$ cat src/rtl/bot_permuter_stream_if.sv
`timescale 1ns/1ps
// -----------------------------------------------------------------------------
// bot_permuter_stream_if
//   Bundles the two valid/ready streams of bot_permuter_stream: the burst
//   input stream (bot + permutation request mask + sideband) and the
//   permutation output stream (permuted bot + index + sideband + last flag).
//
//   Parameters
//     VAR_COUNT         bot variable count; bot width is 1 << VAR_COUNT
//     EXTRA_DATA_WIDTH  sideband width
//
//   Modports
//     master : bot source / downstream pipeline side (drives bursts, drives
//              outputReady, observes the permutation stream)
//     slave  : permuter side (accepts bursts, emits permutations)
// -----------------------------------------------------------------------------
interface bot_permuter_stream_if #(
  parameter int VAR_COUNT        = 7,
  parameter int EXTRA_DATA_WIDTH = 12
);
  localparam int BOT_WIDTH = 1 << VAR_COUNT;

  // Burst input stream
  logic                        inputValid;
  logic                        inputReady;
  logic [BOT_WIDTH-1:0]        botIn;
  logic [5:0]                  validBotPermutesIn;
  logic [EXTRA_DATA_WIDTH-1:0] extraDataIn;

  // Permutation output stream
  logic                        outputValid;
  logic                        outputReady;
  logic [BOT_WIDTH-1:0]        permutedBot;
  logic [2:0]                  selectedPermutationOut;
  logic [EXTRA_DATA_WIDTH-1:0] extraDataOut;
  logic                        lastOfBurst;

  modport master (
    output inputValid, botIn, validBotPermutesIn, extraDataIn, outputReady,
    input  inputReady, outputValid, permutedBot, selectedPermutationOut,
           extraDataOut, lastOfBurst
  );

  modport slave (
    input  inputValid, botIn, validBotPermutesIn, extraDataIn, outputReady,
    output inputReady, outputValid, permutedBot, selectedPermutationOut,
           extraDataOut, lastOfBurst
  );
endinterface

$ cat src/rtl/bot_permuter_stream.sv
`timescale 1ns/1ps
// -----------------------------------------------------------------------------
// bot_permuter_stream
//   Streams every requested permutation of the top three variables of a bot,
//   one per cycle. A burst is a bot plus a 6-bit request mask
//   {ABC,ACB,BAC,BCA,CAB,CBA}; permutations are emitted highest mask bit
//   first. Two burst slots (active + pending) let the next burst load while
//   the current one drains, so consecutive bursts stream without a bubble.
//
//   The bot is viewed as eight parts of BOT_WIDTH/8 bits. Parts 0 and 7 pass
//   through; parts {1,2,4} and {6,5,3} are reordered according to the
//   emitted permutation index.
//
//   Ports
//     clk, rstn  clock, asynchronous active-low reset
//     s_if       stream interface (slave modport): burst in, permutation out
//     busy       any slot or the output register is occupied
//     burstCount, permutationCount, stallCycles
//                statistics counters, present only with
//                BOT_PERMUTER_STATS_EN defined
//
//   Configuration macro
//     BOT_PERMUTER_STATS_EN  adds the three wrap-around statistics counters
// -----------------------------------------------------------------------------
module bot_permuter_stream #(
  parameter int VAR_COUNT        = 7,
  parameter int EXTRA_DATA_WIDTH = 12
`ifdef BOT_PERMUTER_STATS_EN
  , parameter int STAT_WIDTH     = 32
`endif
) (
  input  logic                   clk,
  input  logic                   rstn,
  bot_permuter_stream_if.slave   s_if,
  output logic                   busy
`ifdef BOT_PERMUTER_STATS_EN
  , output logic [STAT_WIDTH-1:0] burstCount
  , output logic [STAT_WIDTH-1:0] permutationCount
  , output logic [STAT_WIDTH-1:0] stallCycles
`endif
);

  localparam int BOT_WIDTH = 1 << VAR_COUNT;
  localparam int PART      = BOT_WIDTH / 8;

  typedef logic [BOT_WIDTH-1:0]        bot_t;
  typedef logic [EXTRA_DATA_WIDTH-1:0] extra_t;
  typedef logic [5:0]                  mask_t;

  // ---------------------------------------------------------------------------
  // Permutation datapath
  // ---------------------------------------------------------------------------
  function automatic logic [PART-1:0] f_pick(input logic [PART-1:0] a,
                                             input logic [PART-1:0] b,
                                             input logic [PART-1:0] c,
                                             input logic [1:0]      idx);
    case (idx)
      2'd0:    return a;
      2'd1:    return b;
      default: return c;
    endcase
  endfunction

  function automatic bot_t f_permute(input bot_t bot, input logic [2:0] sel);
    logic [PART-1:0] one0, one1, one2, two0, two1, two2;
    logic [1:0]      idx_f, idx_s, idx_t;
    bot_t            res;
    // one[] are the parts with a single top variable set, two[] their
    // complements; permuting the variables reorders both triples alike.
    one0 = bot[1*PART +: PART];
    one1 = bot[2*PART +: PART];
    one2 = bot[4*PART +: PART];
    two0 = bot[6*PART +: PART];
    two1 = bot[5*PART +: PART];
    two2 = bot[3*PART +: PART];
    case (sel)
      3'd4:    begin idx_f = 2'd0; idx_s = 2'd2; idx_t = 2'd1; end
      3'd3:    begin idx_f = 2'd1; idx_s = 2'd0; idx_t = 2'd2; end
      3'd2:    begin idx_f = 2'd1; idx_s = 2'd2; idx_t = 2'd0; end
      3'd1:    begin idx_f = 2'd2; idx_s = 2'd0; idx_t = 2'd1; end
      3'd0:    begin idx_f = 2'd2; idx_s = 2'd1; idx_t = 2'd0; end
      default: begin idx_f = 2'd0; idx_s = 2'd1; idx_t = 2'd2; end
    endcase
    res = bot;  // parts 0 and 7 pass through
    res[1*PART +: PART] = f_pick(one0, one1, one2, idx_f);
    res[2*PART +: PART] = f_pick(one0, one1, one2, idx_s);
    res[4*PART +: PART] = f_pick(one0, one1, one2, idx_t);
    res[6*PART +: PART] = f_pick(two0, two1, two2, idx_f);
    res[5*PART +: PART] = f_pick(two0, two1, two2, idx_s);
    res[3*PART +: PART] = f_pick(two0, two1, two2, idx_t);
    return res;
  endfunction

  // ---------------------------------------------------------------------------
  // State
  // ---------------------------------------------------------------------------
  // Active slot: a non-zero mask means the slot holds a burst.
  mask_t   r_act_mask;
  bot_t    r_act_bot;
  extra_t  r_act_extra;
  // Pending slot
  logic    r_pend_valid;
  mask_t   r_pend_mask;
  bot_t    r_pend_bot;
  extra_t  r_pend_extra;
  // Output register
  logic       r_out_valid;
  bot_t       r_out_bot;
  logic [2:0] r_out_sel;
  extra_t     r_out_extra;
  logic       r_out_last;

  // ---------------------------------------------------------------------------
  // Control
  // ---------------------------------------------------------------------------
  logic       w_act_valid;
  logic [2:0] w_sel;
  mask_t      w_rem_mask;
  logic       w_advance;
  logic       w_emit;
  logic       w_emit_last;
  logic       w_act_free_next;
  logic       w_promote;
  logic       w_in_ready;
  logic       w_accept;
  logic       w_accept_nz;
  logic       w_load_act;
  logic       w_load_pend;

  // Depends on registered state and rstn only, never on outputReady.
  assign w_in_ready = rstn & ~r_pend_valid;

  // NOTE: every signal assigned in a combinational block gets a default at the
  // top; a path that leaves one unassigned would infer a latch.
  always_comb begin
    w_act_valid = |r_act_mask;
    w_sel       = 3'd0;
    // Ascending scan: the last hit is the highest set bit.
    for (int k = 0; k < 6; k++) begin
      if (r_act_mask[k]) w_sel = 3'(k);
    end
    w_rem_mask      = r_act_mask & ~(mask_t'(1) << w_sel);

    w_advance       = ~r_out_valid | s_if.outputReady;
    w_emit          = w_advance & w_act_valid;
    w_emit_last     = w_emit & (w_rem_mask == '0);
    // The active slot is free after this edge if it is empty now or its final
    // permutation leaves this edge; the pending burst then moves up.
    w_act_free_next = ~w_act_valid | w_emit_last;
    w_promote       = r_pend_valid & w_act_free_next;

    w_accept        = s_if.inputValid & w_in_ready;
    // An all-zero request mask is consumed without occupying a slot.
    w_accept_nz     = w_accept & (|s_if.validBotPermutesIn);
    w_load_act      = w_accept_nz & w_act_free_next & ~w_promote;
    w_load_pend     = w_accept_nz & ~w_load_act;
  end

  // ---------------------------------------------------------------------------
  // Control and output registers
  // ---------------------------------------------------------------------------
  // NOTE: sequential state uses non-blocking assignments so every register
  // samples the pre-edge values, independent of statement order.
  always_ff @(posedge clk or negedge rstn) begin
    if (!rstn) begin
      r_act_mask   <= '0;
      r_pend_valid <= 1'b0;
      r_out_valid  <= 1'b0;
      r_out_bot    <= '0;
      r_out_sel    <= 3'd7;
      r_out_extra  <= '0;
      r_out_last   <= 1'b0;
    end else begin
      if (w_promote)        r_act_mask <= r_pend_mask;
      else if (w_load_act)  r_act_mask <= s_if.validBotPermutesIn;
      else if (w_emit)      r_act_mask <= w_rem_mask;

      if (w_load_pend)      r_pend_valid <= 1'b1;
      else if (w_promote)   r_pend_valid <= 1'b0;

      if (w_advance) begin
        if (w_act_valid) begin
          r_out_valid <= 1'b1;
          r_out_bot   <= f_permute(r_act_bot, w_sel);
          r_out_sel   <= w_sel;
          r_out_extra <= r_act_extra;
          r_out_last  <= (w_rem_mask == '0);
        end else begin
          r_out_valid <= 1'b0;
        end
      end
    end
  end

  // NOTE: slot payloads are qualified by r_act_mask / r_pend_valid, so they
  // carry no reset; only the control and visible output state is reset.
  always_ff @(posedge clk) begin
    if (w_promote) begin
      r_act_bot   <= r_pend_bot;
      r_act_extra <= r_pend_extra;
    end else if (w_load_act) begin
      r_act_bot   <= s_if.botIn;
      r_act_extra <= s_if.extraDataIn;
    end
    if (w_load_pend) begin
      r_pend_mask  <= s_if.validBotPermutesIn;
      r_pend_bot   <= s_if.botIn;
      r_pend_extra <= s_if.extraDataIn;
    end
  end

  // ---------------------------------------------------------------------------
  // Outputs
  // ---------------------------------------------------------------------------
  assign s_if.inputReady             = w_in_ready;
  assign s_if.outputValid            = r_out_valid;
  assign s_if.permutedBot            = r_out_bot;
  assign s_if.selectedPermutationOut = r_out_sel;
  assign s_if.extraDataOut           = r_out_extra;
  assign s_if.lastOfBurst            = r_out_last;
  assign busy                        = w_act_valid | r_pend_valid | r_out_valid;

`ifdef BOT_PERMUTER_STATS_EN
  // ---------------------------------------------------------------------------
  // Statistics (wrap modulo 2^STAT_WIDTH)
  // ---------------------------------------------------------------------------
  logic [STAT_WIDTH-1:0] r_burst_cnt;
  logic [STAT_WIDTH-1:0] r_perm_cnt;
  logic [STAT_WIDTH-1:0] r_stall_cnt;

  always_ff @(posedge clk or negedge rstn) begin
    if (!rstn) begin
      r_burst_cnt <= '0;
      r_perm_cnt  <= '0;
      r_stall_cnt <= '0;
    end else begin
      if (w_accept_nz)                       r_burst_cnt <= r_burst_cnt + STAT_WIDTH'(1);
      if (r_out_valid &&  s_if.outputReady)  r_perm_cnt  <= r_perm_cnt  + STAT_WIDTH'(1);
      if (r_out_valid && !s_if.outputReady)  r_stall_cnt <= r_stall_cnt + STAT_WIDTH'(1);
    end
  end

  assign burstCount       = r_burst_cnt;
  assign permutationCount = r_perm_cnt;
  assign stallCycles      = r_stall_cnt;
`endif

endmodule

$ cat src/flat_wrapper.sv
// flat-port wrapper written by rule: the top's interface ports become plain ports
module bot_permuter_stream_flat 
#(
  parameter int VAR_COUNT        = 7,
  parameter int EXTRA_DATA_WIDTH = 12

)
  (clk, rstn, busy, s_if_inputValid, s_if_botIn, s_if_validBotPermutesIn, s_if_extraDataIn, s_if_outputReady, s_if_inputReady, s_if_outputValid, s_if_permutedBot, s_if_selectedPermutationOut, s_if_extraDataOut, s_if_lastOfBurst);
  bot_permuter_stream_if #(.VAR_COUNT(VAR_COUNT), .EXTRA_DATA_WIDTH(EXTRA_DATA_WIDTH)) s_if_i ();
  input  logic clk;
  input  logic rstn;
  output logic busy;
  input wire logic [$bits(s_if_i.inputValid)-1:0] s_if_inputValid;
  input wire logic [$bits(s_if_i.botIn)-1:0] s_if_botIn;
  input wire logic [$bits(s_if_i.validBotPermutesIn)-1:0] s_if_validBotPermutesIn;
  input wire logic [$bits(s_if_i.extraDataIn)-1:0] s_if_extraDataIn;
  input wire logic [$bits(s_if_i.outputReady)-1:0] s_if_outputReady;
  output wire logic [$bits(s_if_i.inputReady)-1:0] s_if_inputReady;
  output wire logic [$bits(s_if_i.outputValid)-1:0] s_if_outputValid;
  output wire logic [$bits(s_if_i.permutedBot)-1:0] s_if_permutedBot;
  output wire logic [$bits(s_if_i.selectedPermutationOut)-1:0] s_if_selectedPermutationOut;
  output wire logic [$bits(s_if_i.extraDataOut)-1:0] s_if_extraDataOut;
  output wire logic [$bits(s_if_i.lastOfBurst)-1:0] s_if_lastOfBurst;
  assign s_if_i.inputValid = s_if_inputValid;
  assign s_if_i.botIn = s_if_botIn;
  assign s_if_i.validBotPermutesIn = s_if_validBotPermutesIn;
  assign s_if_i.extraDataIn = s_if_extraDataIn;
  assign s_if_i.outputReady = s_if_outputReady;
  assign s_if_inputReady = s_if_i.inputReady;
  assign s_if_outputValid = s_if_i.outputValid;
  assign s_if_permutedBot = s_if_i.permutedBot;
  assign s_if_selectedPermutationOut = s_if_i.selectedPermutationOut;
  assign s_if_extraDataOut = s_if_i.extraDataOut;
  assign s_if_lastOfBurst = s_if_i.lastOfBurst;
  bot_permuter_stream #(.VAR_COUNT(VAR_COUNT), .EXTRA_DATA_WIDTH(EXTRA_DATA_WIDTH)) u_core (.clk(clk), .rstn(rstn), .s_if(s_if_i), .busy(busy));
endmodule
$ cat config.mk
export PLATFORM = sky130hd
export DESIGN_NAME = bot_permuter_stream_flat
export DESIGN_NICKNAME = d
export VERILOG_FILES = /design/src/rtl/bot_permuter_stream_if.sv /design/src/rtl/bot_permuter_stream.sv /design/src/flat_wrapper.sv
export SDC_FILE = /design/constraint.sdc
export NUM_CORES = 1
export LEC_CHECK = 0
export ABC_AREA = 1
export CORE_MARGIN = 8
export CORE_UTILIZATION = 53
export CTS_BUF_LIST = sky130_fd_sc_hd__clkbuf_16
export DETAILED_ROUTE_END_ITERATION = 8
export PLACE_DENSITY_LB_ADDON = 0.08
export SLEW_MARGIN = 30
export SYNTH_ARGS = -nofsm -noshare
export SYNTH_HDL_FRONTEND = slang
export SYNTH_SLANG_ARGS = --single-unit
$ cat constraint.sdc
create_clock -name clk -period 11.2 [get_ports clk]
set_input_delay 1.12 -clock clk [delete_from_list [all_inputs] [get_ports clk]]
set_output_delay 1.12 -clock clk [all_outputs]
set_load 0.01 [all_outputs]
==> results of run 1 <==
per-layer routing:
metal,track usage,wire length [um],vias up
li1,-,-,6276
met4,0.0866,1410,16
met2,0.382,23100,645
met1,0.330,19900,6487
met5,0,115,-
met3,0.0793,5530,123
synthesized netlist by cell type, drive strengths merged:
cell type | count | area (sq um)
dfrtp | 149 | 3730
buf | 49 | 250
nand4 | 1 | 6.26
dfstp | 3 | 78.8
clkbuf | 58 | 218
o22ai | 98 | 613
a21oi | 76 | 384
o21ai | 113 | 569
inv | 127 | 477
nand2 | 518 | 1950
or2 | 1 | 6.26
o221ai | 9 | 78.8
edfxtp | 286 | 8590
a31oi | 1 | 6.26
nand3 | 159 | 801
nor2 | 32 | 120
cell type report:
| cell class | count | share of cell area |
|---|---|---|
| clock buffer | 47 | 0.0521 |
| sequential | 438 | 0.549 |
| multi-input combinational | 1008 | 0.204 |
| clock inverter | 37 | 0.00848 |
| tap | 448 | 0.0248 |
| timing repair buffer | 313 | 0.140 |
| antenna | 2 | 0.000222 |
| inverter | 127 | 0.0216 |
kinds of logic after synthesis:
kind of cell           synth area share
AND/OR/NAND/NOR                   0.162
buffers and inverters            0.0528
flip-flops                        0.693
AO/OA/AOI/OAI                    0.0924
power breakdown:
part	internal (uW)	leakage [uW]	switching [uW]
clock network	781	0.000716	608
logic	900	0.00419	1500
registers	2230	0.00442	273
state kept, by name, summed over array words and instances (netlist names):
signal and flops:
u_core.r_act_bot 128, u_core.r_pend_bot 128, u_core.s_if.permutedBot 128, u_core.r_act_extra 12, u_core.r_pend_extra 12, u_core.s_if.extraDataOut 12
u_core.r_act_mask 6, u_core.r_pend_mask 6, u_core.s_if.selectedPermutationOut 3, u_core.r_pend_valid 1, u_core.s_if.lastOfBurst 1, u_core.s_if.outputValid 1
path summary, 6_finish.rpt:
check	end	cells after the start
min in group asynchronous	u_core.s_if.extraDataOut[10]$_DFFE_PN0P_	1
worst max-delay path	u_core.r_pend_bot[52]$_DFFE_PP_	11
max in group asynchronous	u_core.r_pend_valid$_DFFE_PN0P_	2
worst max register to register	u_core.r_pend_bot[52]$_DFFE_PP_	11
worst min register to register	u_core.s_if.permutedBot[119]$_DFFE_PN0P_	2
worst min-delay path	u_core.s_if.permutedBot[119]$_DFFE_PN0P_	2
worst reg2reg max path, delay by kind of cell, from the launching register on:
family	cells	cell delay [ns]
simple gates	7	1.92
buf+inv	4	2.04
flops	1	0.45
stage by stage:
step / cell area, sq um / total power (uW) / hold WS, ns / setup slack, ns
after floorplan: 17900 / 3780 / 0.418 / 2.42
after global placement: 21100 / 4820 / 0.419 / 5.41
after detailed placement: 21200 / 4910 / 0.426 / 5.77
after CTS: 22500 / 6300 / 0.432 / 6.11
after global routing: 22600 / 6620 / 0.445 / 6.03
final: 22600 / 6290 / 0.436 / 6.30
==> impl_metrics.json, run 1 <==
{
  "dr.pass1.iters": 6,
  "cts_resized": 0,
  "antenna_found_initial": 10,
  "num_vias": 13547,
  "cp_max_fo": 87,
  "slowest_delay_ns": 0.70,
  "synth_cells": 1680,
  "ant_nets": 0,
  "ir_worst_vdd_mv": 0.221,
  "max_cap_violations": 0,
  "cts_tree": "built",
  "cp_slowest_cell": "buf_4",
  "fin_crit_sh": 0.437,
  "worstMarginPinSlew_ns": 1.00,
  "rows": 67,
  "synth_area_sq_mm": 0.0179,
  "die-area_sq_mm": 0.0399,
  "die_h_um": 200,
  "drive_gt1_frac": 0.0518,
  "dp_cells": 2333,
  "post_drt_wl_per_cell_um": 20.7,
  "worst_ep_required_time_ns": 11.36,
  "crit-reg2reg-launch": "u_core.r_act_mask[5]$_DFFE_PN0P_",
  "critPathKind": "flip-flop to flip-flop",
  "grt_pass1_vias": 13309,
  "finalSetupViolations": 0,
  "clock_sinks": 438,
  "gp_congestion": 0.825,
  "cp.arrival_ns": 5.06,
  "start_util": 0.536,
  "period_needed_ns": 4.90,
  "clock_path_buffers": 3,
  "maxSlewHeadroom": 0.327,
  "final_core_util": 0.677,
  "setup.worst_path.end_class": "flip-flop",
  "hp-start": "u_core.r_act_bot[119]$_DFFE_PP_",
  "critPathLaunchType": "flip-flop",
  "path_clk_slew_ns": 0.06,
  "cp_top_family": "buffers and inverters",
  "status": "finished, final reports clean",
  "ctsHoldBuffers": 0,
  "cts_setup_buffers": 0,
  "grt_pass1_wl_um": 76500,
  "power_density_mw_per_mm2": 279,
  "cts.root.buffer_cell": "clkbuf_16",
  "cts_buffers": 45,
  "finalMaxSlewViolations": 0,
  "multi_input_area_sq_mm": 0.00460,
  "finalHoldViolCount": 0,
  "syn_nets": 1830,
  "die_width_um": 200,
  "layout_commonest_cell": "nand2_1",
  "synth_area_per_cell_sq_um": 10.6,
  "max_clock_freq_ghz": 0.204,
  "clk_latency_ns": 0.55,
  "drc": 0,
  "first_iter_violations": 1144,
  "drt_wl_total_um": 50100,
  "yosys_warnings": 0,
  "mostFrequentLayoutCells": "nand2_1, clkdlybuf4s50_1, edfxtp_1, nand3_1, dfrtp_1",
  "leakagePower_uw": 0.00933,
  "io_buffers": 296,
  "hold_path_class": "flip-flop to flip-flop",
  "post-dp-hpwl_um": 30800,
  "nNetsFinal": 2083,
  "final_cell_count_no_fill": 2420,
  "grt_max_degree": 157,
  "crit_buf_inv": 4,
  "seqCellArea_sq_mm": 0.0124,
  "crit_chain": "nor2_4 -> buf_16 -> nand3_1 -> nand2_4 -> nor2_1 -> nand3_1 -> nand2_8 -> buf_16 -> nor2_4 -> buf_4 -> buf_6",
  "htreeDepth": 2,
  "ys_seq_area_frac": 0.693,
  "syn_to_final_growth_pct": 26.3,
  "rrSetupSlack_ns": 6.30,
  "coreArea_sq_mm": 0.0334,
  "fin_worst_skew_ns": 0.0225,
  "grt_use_total": 0.248,
  "n_fill_cell": 2586,
  "gr-total-overflow": 0,
  "pin_count": 297,
  "ys_types": 25,
  "cp-startpoint": "u_core.r_act_mask[5]$_DFFE_PN0P_",
  "fin_tns_setup_ns": 0,
  "ys_ff_latch": 438,
  "rsz0062_at_grt": "no",
  "via_per_inst": 5.60
}
No activity file was read; power rests on OpenSTA's default activity.
==> run 2, diff against run 1 <==
==> constraint.sdc (replaced) <==
create_clock -name clk -period 5.1 [get_ports clk]
set_input_delay 0.51 -clock clk [delete_from_list [all_inputs] [get_ports clk]]
set_output_delay 0.51 -clock clk [all_outputs]
set_load 0.01 [all_outputs]
==> impl_metrics.json, run 2 (same netlist as run 1, synthesis figures left out) <==
{
  "coreArea_sq_mm": 0.0334,
  "internal-power_uw": 8780,
  "fin_tns_setup_ns": 0,
  "finalMaxSlewViolations": 0,
  "cts_resized": 0,
  "power_density_mw_per_mm2": 618,
  "clk_latency_ns": 0.55,
  "rrSetupSlack_ns": 1.54,
  "gr-total-overflow": 0,
  "drt_wl_total_um": 50400,
  "finalSetupViolations": 0,
  "cts_buffers": 45,
  "antenna_found_initial": 12,
  "ir_worst_vdd_mv": 0.445,
  "cp_max_fo": 35,
  "swShare": 0.375,
  "critPathLaunchType": "flip-flop",
  "max_cap_violations": 0,
  "grt_pass1_vias": 13274,
  "clock_sinks": 438,
  "period_needed_ns": 3.56,
  "cts_tree": "built",
  "worst_ep_required_time_ns": 5.54,
  "grt_max_degree": 141,
  "gp_congestion": 0.831,
  "ant_nets": 0,
  "max_clock_freq_ghz": 0.281,
  "path_clk_slew_ns": 0.06,
  "finalHoldViolCount": 0,
  "post_drt_wl_per_cell_um": 20.8,
  "dr.pass1.iters": 5,
  "cts.root.buffer_cell": "clkbuf_16",
  "drive_gt1_frac": 0.0542,
  "hold_path_class": "primary input to asynchronous set/reset pin",
  "maxSlewHeadroom": 0.335,
  "die_width_um": 200,
  "nNetsFinal": 2089,
  "num_vias": 13575,
  "post-dp-hpwl_um": 31100,
  "rows": 67,
  "worstMarginPinSlew_ns": 0.991,
  "rsz0062_at_grt": "no",
  "power_frac_seq": 0.391,
  "fin_worst_skew_ns": 0.0166,
  "p_comb_frac": 0.377,
  "grt_use_total": 0.246,
  "pin_count": 297,
  "n_fill_cell": 2601,
  "power_switching_uw": 5260,
  "start_util": 0.536,
  "mostFrequentLayoutCells": "nand2_1, clkdlybuf4s50_1, edfxtp_1, nand3_1, dfrtp_1",
  "drc": 0,
  "hold_slack_ns": 0.354,
  "io_buffers": 296,
  "clock_path_buffers": 3,
  "syn_to_final_growth_pct": 27.0,
  "leakagePower_uw": 0.00939,
  "grt_pass1_wl_um": 75600,
  "cp.arrival_ns": 4.00,
  "die_h_um": 200,
  "layout_commonest_cell": "nand2_1",
  "fin_crit_sh": 0.697,
  "clockPowerShare": 0.232,
  "htreeDepth": 2,
  "setup.worst_path.end_class": "flip-flop",
  "critPathKind": "flip-flop to flip-flop",
  "via_per_inst": 5.59,
  "status": "finished, final reports clean",
  "first_iter_violations": 1160,
  "die-area_sq_mm": 0.0399
}
[run 2: per-layer routing]
layer | global-route usage | up-vias | wire length [um]
li1 | - | 6289 | -
met1 | 0.324 | 6454 | 20200
met2 | 0.382 | 685 | 23100
met3 | 0.0731 | 131 | 5330
met4 | 0.0926 | 16 | 1690
met5 | 0 | - | 109
[run 2: area by class of cell]
class                           count  area [sq um]  share of cell area
Antenna cell                        4          10.0            0.000441
Clock buffer                       47          1180              0.0518
Clock inverter                     36           284              0.0125
Inverter                          127           487              0.0214
Multi-Input combinational cell   1008          4600               0.202
Sequential cell                   438         12400               0.546
Tap cell                          448           561              0.0247
Timing Repair Buffer              319          3200               0.141
[run 2: timing repair]
item	CTS	global route
setup buffers	0	0
hold endpoints to repair	14	0
hold buffers	1	0
setup endpoints to repair	0	0
[run 2: worst max-delay path: stages, from the launching register on]
cell and delay (ns):
dfrtp_1 0.48, nor2_4 0.09, buf_4 0.31, o21ai_2 0.11, buf_4 0.37, nor2_1 0.09
nor2_1 0.12, buf_4 0.27, clkinv_1 0.83, a21oi_1 0.42, o221ai_1 0.18, o21ai_0 0.10
inv_1 0.07
[run 2: worst paths after layout]
kind,startpoint,to,depth (start not counted)
max in group asynchronous,rstn,u_core.r_pend_valid$_DFFE_PN0P_,3
max reg2reg,u_core.r_act_mask[5]$_DFFE_PN0P_,u_core.s_if.permutedBot[45]$_DFFE_PN0P_,12
min in group clk,u_core.r_act_bot[6]$_DFFE_PP_,u_core.s_if.permutedBot[6]$_DFFE_PN0P_,2
min reg2reg,u_core.r_act_bot[6]$_DFFE_PP_,u_core.s_if.permutedBot[6]$_DFFE_PN0P_,2
max,u_core.r_act_mask[5]$_DFFE_PN0P_,u_core.s_if.permutedBot[45]$_DFFE_PN0P_,12
min,rstn,u_core.s_if.extraDataOut[3]$_DFFE_PN0P_,2
[run 2: power groups by stage]
stage          Sequential (uW)  Combinational, uW  Clock, uW
2_1_floorplan             5590               2680          0
3_3_place_gp              5530               5090          0
3_5_place_dp              5540               5200          0
4_1_cts                   5480               5220       3300
5_1_grt                   5580               5690       3420
6_report                  5490               5290       3260
[run 2: stage by stage]
stage | power [uW] | std cells | util | instance area [sq um] | worst slack (ns)
floorplan | 8280 | 1680 | - | 17900 | 0.529
global placement | 10600 | 2337 | 0.634 | 21200 | 1.52
detailed placement | 10700 | 2337 | 0.635 | 21200 | 1.47
CTS | 14000 | 2421 | 0.679 | 22600 | 1.64
global route | 14700 | 2426 | 0.681 | 22700 | 1.41
finish | 14000 | 2427 | 0.681 | 22700 | 1.54
